[src/rtl/player_hit_ctrl.sv]
`default_nettype none
// +--------------------------------------------------------------------------+
// | Module  : player_hit_ctrl                                                |
// | Brief   : Per-frame overlap latch, lives and death/invuln/flash timers.  |
// | Revision: 1.0                                                            |
// +--------------------------------------------------------------------------+
module player_hit_ctrl #(
   parameter int LIVES_INIT    = 3,
   parameter int DEATH_FRAMES  = 60,
   parameter int INVULN_FRAMES = 120,
   parameter int FLASH_PERIOD  = 8
) (
   input  logic       clk_i,
   input  logic       reset_i,
   input  logic       frame_start_i,
   input  logic       player_on_i,
   input  logic       ebullet_on_i,
   input  logic       enemy_on_i,
   input  logic       restart_i,
   output logic       hit_sprite_o,
   output logic       player_visible_o,
   output logic       invincible_o,
   output logic [2:0] lives_o,
   output logic       hit_pulse_o,
   output logic       game_over_o
);

   localparam int c_MAX_FRAMES = (DEATH_FRAMES > INVULN_FRAMES) ? DEATH_FRAMES : INVULN_FRAMES;
   localparam int c_CNT_W      = (c_MAX_FRAMES > 1) ? $clog2(c_MAX_FRAMES) : 1;
   localparam int c_FLASH_SH   = $clog2(FLASH_PERIOD);
   localparam logic [c_CNT_W-1:0] c_DEATH_LAST  = c_CNT_W'(DEATH_FRAMES - 1);
   localparam logic [c_CNT_W-1:0] c_INVULN_LAST = c_CNT_W'(INVULN_FRAMES - 1);
   localparam logic [2:0]         c_LIVES_INIT  = 3'(LIVES_INIT);

   typedef enum logic [1:0] {
      S_ALIVE     = 2'd0,
      S_HIT       = 2'd1,
      S_INVULN    = 2'd2,
      S_GAME_OVER = 2'd3
   } state_t;

   state_t             state_q, state_d;
   logic [c_CNT_W-1:0] frame_cnt_q, frame_cnt_d;
   logic [2:0]         lives_q, lives_d;
   logic               overlap_q, overlap_d;
   logic               hit_pulse_q, hit_pulse_d;
   logic               hit_sprite_q, hit_sprite_d;
   logic               visible_q, visible_d;
   logic               invincible_q, invincible_d;
   logic               game_over_q, game_over_d;

   logic               overlap_now;
   logic               hit_now;
   logic [c_CNT_W-1:0] cnt_inc;

   // An overlap on the frame_start cycle belongs to the frame that is ending.
   assign overlap_now = player_on_i & (ebullet_on_i | enemy_on_i);
   assign hit_now     = overlap_q | overlap_now;
   assign cnt_inc     = (&frame_cnt_q) ? frame_cnt_q : frame_cnt_q + c_CNT_W'(1);

   always_comb begin
      state_d     = state_q;
      frame_cnt_d = frame_cnt_q;
      lives_d     = lives_q;
      hit_pulse_d = 1'b0;
      overlap_d   = frame_start_i ? 1'b0 : hit_now;

      case (state_q)
         S_ALIVE: begin
            if (frame_start_i && hit_now && (lives_q != 3'd0)) begin
               state_d     = S_HIT;
               lives_d     = lives_q - 3'd1;
               hit_pulse_d = 1'b1;
               frame_cnt_d = '0;
            end
         end
         S_HIT: begin
            if (frame_start_i) begin
               if (frame_cnt_q == c_DEATH_LAST) begin
                  frame_cnt_d = '0;
                  state_d     = (lives_q == 3'd0) ? S_GAME_OVER : S_INVULN;
               end else begin
                  frame_cnt_d = cnt_inc;
               end
            end
         end
         S_INVULN: begin
            if (frame_start_i) begin
               if (frame_cnt_q == c_INVULN_LAST) begin
                  frame_cnt_d = '0;
                  state_d     = S_ALIVE;
               end else begin
                  frame_cnt_d = cnt_inc;
               end
            end
         end
         S_GAME_OVER: begin
            lives_d = 3'd0;
            // Restart beats a coincident frame_start; the new game starts with a clean latch.
            if (restart_i) begin
               state_d     = S_ALIVE;
               lives_d     = c_LIVES_INIT;
               frame_cnt_d = '0;
               overlap_d   = 1'b0;
            end
         end
         default: state_d = S_ALIVE;
      endcase

      hit_sprite_d = (state_d == S_HIT);
      invincible_d = (state_d == S_HIT) || (state_d == S_INVULN);
      game_over_d  = (state_d == S_GAME_OVER);
      case (state_d)
         S_INVULN:    visible_d = ((32'(frame_cnt_d) >> c_FLASH_SH) & 32'd1) == 32'd0;
         S_GAME_OVER: visible_d = 1'b0;
         default:     visible_d = 1'b1;
      endcase
   end

   always_ff @(posedge clk_i) begin
      if (reset_i) begin
         state_q      <= S_ALIVE;
         frame_cnt_q  <= '0;
         lives_q      <= c_LIVES_INIT;
         overlap_q    <= 1'b0;
         hit_pulse_q  <= 1'b0;
         hit_sprite_q <= 1'b0;
         visible_q    <= 1'b1;
         invincible_q <= 1'b0;
         game_over_q  <= 1'b0;
      end else begin
         state_q      <= state_d;
         frame_cnt_q  <= frame_cnt_d;
         lives_q      <= lives_d;
         overlap_q    <= overlap_d;
         hit_pulse_q  <= hit_pulse_d;
         hit_sprite_q <= hit_sprite_d;
         visible_q    <= visible_d;
         invincible_q <= invincible_d;
         game_over_q  <= game_over_d;
      end
   end

   assign hit_sprite_o     = hit_sprite_q;
   assign player_visible_o = visible_q;
   assign invincible_o     = invincible_q;
   assign lives_o          = lives_q;
   assign hit_pulse_o      = hit_pulse_q;
   assign game_over_o      = game_over_q;

endmodule
`default_nettype wire
[config.mk]
export PLATFORM = sky130hd
export DESIGN_NAME = player_hit_ctrl
export DESIGN_NICKNAME = d
export VERILOG_FILES = /design/src/rtl/player_hit_ctrl.sv
export SDC_FILE = /design/constraint.sdc
export NUM_CORES = 1
export LEC_CHECK = 0
export CAP_MARGIN = 20
export CELL_PAD_IN_SITES_DETAIL_PLACEMENT = 1
export CELL_PAD_IN_SITES_GLOBAL_PLACEMENT = 1
export CORE_ASPECT_RATIO = 0.6
export CORE_MARGIN = 8
export CORE_UTILIZATION = 25
export CTS_CLUSTER_SIZE = 12
export DETAILED_ROUTE_END_ITERATION = 10
export MAX_ROUTING_LAYER = met4
export PLACE_DENSITY_LB_ADDON = 0.1
export SLEW_MARGIN = 5
export SYNTH_ARGS = -nofsm -noshare
export SYNTH_HDL_FRONTEND = slang
export SYNTH_SLANG_ARGS = --single-unit
[constraint.sdc]
create_clock -name clk_i -period 1.8 [get_ports clk_i]
set_input_delay 0.27 -clock clk_i [delete_from_list [all_inputs] [get_ports clk_i]]
set_output_delay 0.27 -clock clk_i [all_outputs]
set_load 0.01 [all_outputs]
==> run_results.csv <==
group,metric,value,unit
outcome,status,"complete, but fails checks",
outcome,violations,"setup timing",
floorplanning,rows,19,
cells_and_area,mostFrequentLayoutCells,"buf_4 (36), dfxtp_1 (14), clkdlybuf4s50_1 (14)",
synth,syn-instance-count,137,
drt,first_pass_iters,4,
cells_and_area,antenna_cells,0,
clock_tree,cts_sinks,18,
synth,syn_nets,151,
worst_hold_path,whs_endpoint,"hit_pulse_o$_SDFF_PP0_",
global_route,use_met3,0.0241,
worst_setup_path,r2r_cells,9,
worst_setup_path,critPathCaptureType,"flop",
drt,drt_iter0_markers,110,
worst_hold_path,min_from,"state_q[0]$_SDFF_PP0_",
sta,whs,0.570,ns
global_route,grt_max_degree,11,
power_and_ir_drop,peakVddDrop,273,uV
global_route,grt-ovfl-total,0,
clock_tree,path_clk_slew,0.08,ns
worst_setup_path,worstSetupPathType,"flop to flop",
floorplanning,core-area,0.00449,mm2
clock_tree,insertion_delay,0.26,ns
global_route,grt_antenna_before_repair,0,
drt,drt_wl_total,3980,um
sta,hold_viol,0,
cells_and_area,final_util,0.398,
synth,synth-edff-count,0,
power_and_ir_drop,powerDensity,553,mW/mm2
worst_setup_path,cp-startpoint,"lives_o[1]$_SDFFE_PP1P_",
worst_setup_path,cp.arrival,2.09,ns
synth,async_flop_share,0,
floorplanning,die_x,104,um
sta,skew,0.00709,ns
cells_and_area,seq_area,368,um2
worst_setup_path,cp_max_fo,3,
cells_and_area,finalInstanceArea,0.00179,mm2
drt,wl_per_cell,15.9,um
place,dpl.hpwl,3130,um
global_route,top_usage_layer,"met2",
global_route,grt_pass1_vias,1280,
worst_hold_path,hp-class,"flop to flop",
drt,vias,1233,
place,gp_congestion,0.770,
worst_setup_path,cp.required,1.95,ns
sta,worst_slew_pin_slew,0.394,ns
power_and_ir_drop,leakage,0.682,nW
place,pre_cts_ws,-0.357,ns
global_route,track_usage,0.119,
sta,rsz0062_at_grt,"true",
synth,ys_ff_latch,18,
clock_tree,cts_buffer_depth,2,
place,port_buffers,14,
synth,synth-main-ff-cell,"dfxtp_1",
power_and_ir_drop,power_frac_seq,0.426,
cells_and_area,nNetsFinal,202,
sta,fin_ws,-0.140,ns
clock_tree,cts_tree,"done",
drt,drt-vias-per-instance,4.93,
clock_tree,root_buffer,"clkbuf_8",
sta,fin_crit,1.94,ns
floorplanning,die_area,0.00710,mm2
worst_setup_path,timing.rr.start,"lives_o[1]$_SDFFE_PP1P_",
power_and_ir_drop,fin_total_pwr,989,uW
floorplanning,start_util,0.256,
global_route,grt_pass1_wl,6510,um
cells_and_area,largest_register,"frame_cnt_q",
synth,avgSynthCellArea,8.40,um2
worst_setup_path,cp-start-kind,"flop",
sta,period_share,1.08,
synth,synth-seq-area-share,0.313,
cells_and_area,layout_commonest_cell,"buf_4",
worst_setup_path,rr_endpoint,"player_visible_o$_SDFF_PP1_",
cells_and_area,synthToLayoutAreaGrowth,55.2,%
synth,syn_area,0.00115,mm2
sta,tns,-0.611,ns
worst_hold_path,holdPathStages,1,
floorplanning,fp.dieH,68.6,um
sta,slew_headroom,0.736,
sta,fmax,516,MHz
place,dp.cells,242,
synth,yosys_warnings,0,
power_and_ir_drop,pwr-share-clk,0.356,
power_and_ir_drop,power_frac_comb,0.218,
place,dpl_cell_area,0.00163,mm2
cells_and_area,stdcell_count,250,
power_and_ir_drop,swShare,0.271,
cells_and_area,largest_reg_flops,7,
sta,slew_violations,0,
synth,ys_types,43,
worst_setup_path,r2r_setup_slack,-0.14,ns
clock_tree,cts_max_level,1,
clock_tree,numCtsBuffers,3,
run,cap_violations,0,
global_route,grt_use_met1,0.160,
cells_and_area,nFillCells,522,
drt,drc,0,
floorplanning,io_pins,15,
cells_and_area,multi_input_area,811,um2
global_route,met2_usage,0.180,
cells_and_area,drive_gt1_frac,0.358,
power_and_ir_drop,power.switching,268,uW
power_and_ir_drop,intPower,721,uW
sta,setup_viol,9,
drt,postRouteAntennaNets,0,
metal layers:
| metal | share of wire | routed length (um) |
|---|---|---|
| met5 | 0 | 0 |
| met4 | 0.0068 | 27 |
| met3 | 0.035 | 141 |
| met2 | 0.40 | 1600 |
| met1 | 0.55 | 2210 |
power groups by stage:
stage	Combinational, mW	Sequential (mW)	Clock, mW
detailed placement	0.192	0.430	0
floorplan	0.0877	0.432	0
global route	0.233	0.424	0.383
global placement	0.190	0.429	0
CTS	0.205	0.421	0.369
finish	0.216	0.421	0.352
cells in the mapped netlist (3+ instances only):
cell type,n,share of area
a32oi_1,3,0.023
o41ai_1,3,0.023
dfxtp_1,18,0.31
ha_1,7,0.076
o211ai_1,5,0.033
o21ai_0,12,0.052
a21oi_1,3,0.013
inv_1,14,0.046
nand2_1,6,0.020
nor2_1,11,0.036
nand3_1,4,0.017
o311a_1,3,0.026
nor2b_1,8,0.043
worst max-delay path: stages (launching register included):
cell and delay (ns):
dfxtp_4 0.35, inv_2 0.04, ha_4 0.16, ha_4 0.17
nor2b_4 0.12, nand4_1 0.12, a32oi_2 0.33, ha_2 0.24
nor2_1 0.04, a311o_1 0.26
final cells by class:
| type | instances | share of cell area |
|---|---|---|
| Multi-Input combinational cell | 100 | 0.454 |
| Timing Repair Buffer | 51 | 0.236 |
| Sequential cell | 18 | 0.206 |
| Tap cell | 63 | 0.0441 |
| Clock buffer | 4 | 0.0308 |
| Inverter | 14 | 0.0294 |
cells by family after synthesis:
group	Yosys count	share of synthesized area
AO/OA/AOI/OAI	49	0.326
multiplexers	1	0.00978
AND/OR/NAND/NOR	41	0.187
flip-flops	18	0.313
adder cells (fa/ha/maj)	7	0.0761
XOR/XNOR	2	0.0152
buffers and inverters	19	0.0728
worst max-delay path by stage:
| stage | to | cells past startpoint | slack [ns] |
|---|---|---|---|
| floorplan | player_visible_o$_SDFF_PP1_ | 10 | -0.1 |
| global placement | player_visible_o$_SDFF_PP1_ | 9 | -0.29 |
| detailed placement | player_visible_o$_SDFF_PP1_ | 7 | -0.36 |
| CTS | player_visible_o$_SDFF_PP1_ | 10 | -0.17 |
| global route | player_visible_o$_SDFF_PP1_ | 9 | -0.23 |
| finish | player_visible_o$_SDFF_PP1_ | 9 | -0.14 |
repair_timing:
| action | CTS | global route |
|---|---|---|
| hold buffers | 0 | 0 |
| hold endpoints to repair | 0 | 0 |
| buffers inserted | 2 | 2 |
| setup endpoints to repair | 11 | 11 |
| gates resized for setup | 8 | 8 |
| pin swaps | 6 | 5 |
No activity file was read; power rests on OpenSTA's default activity.
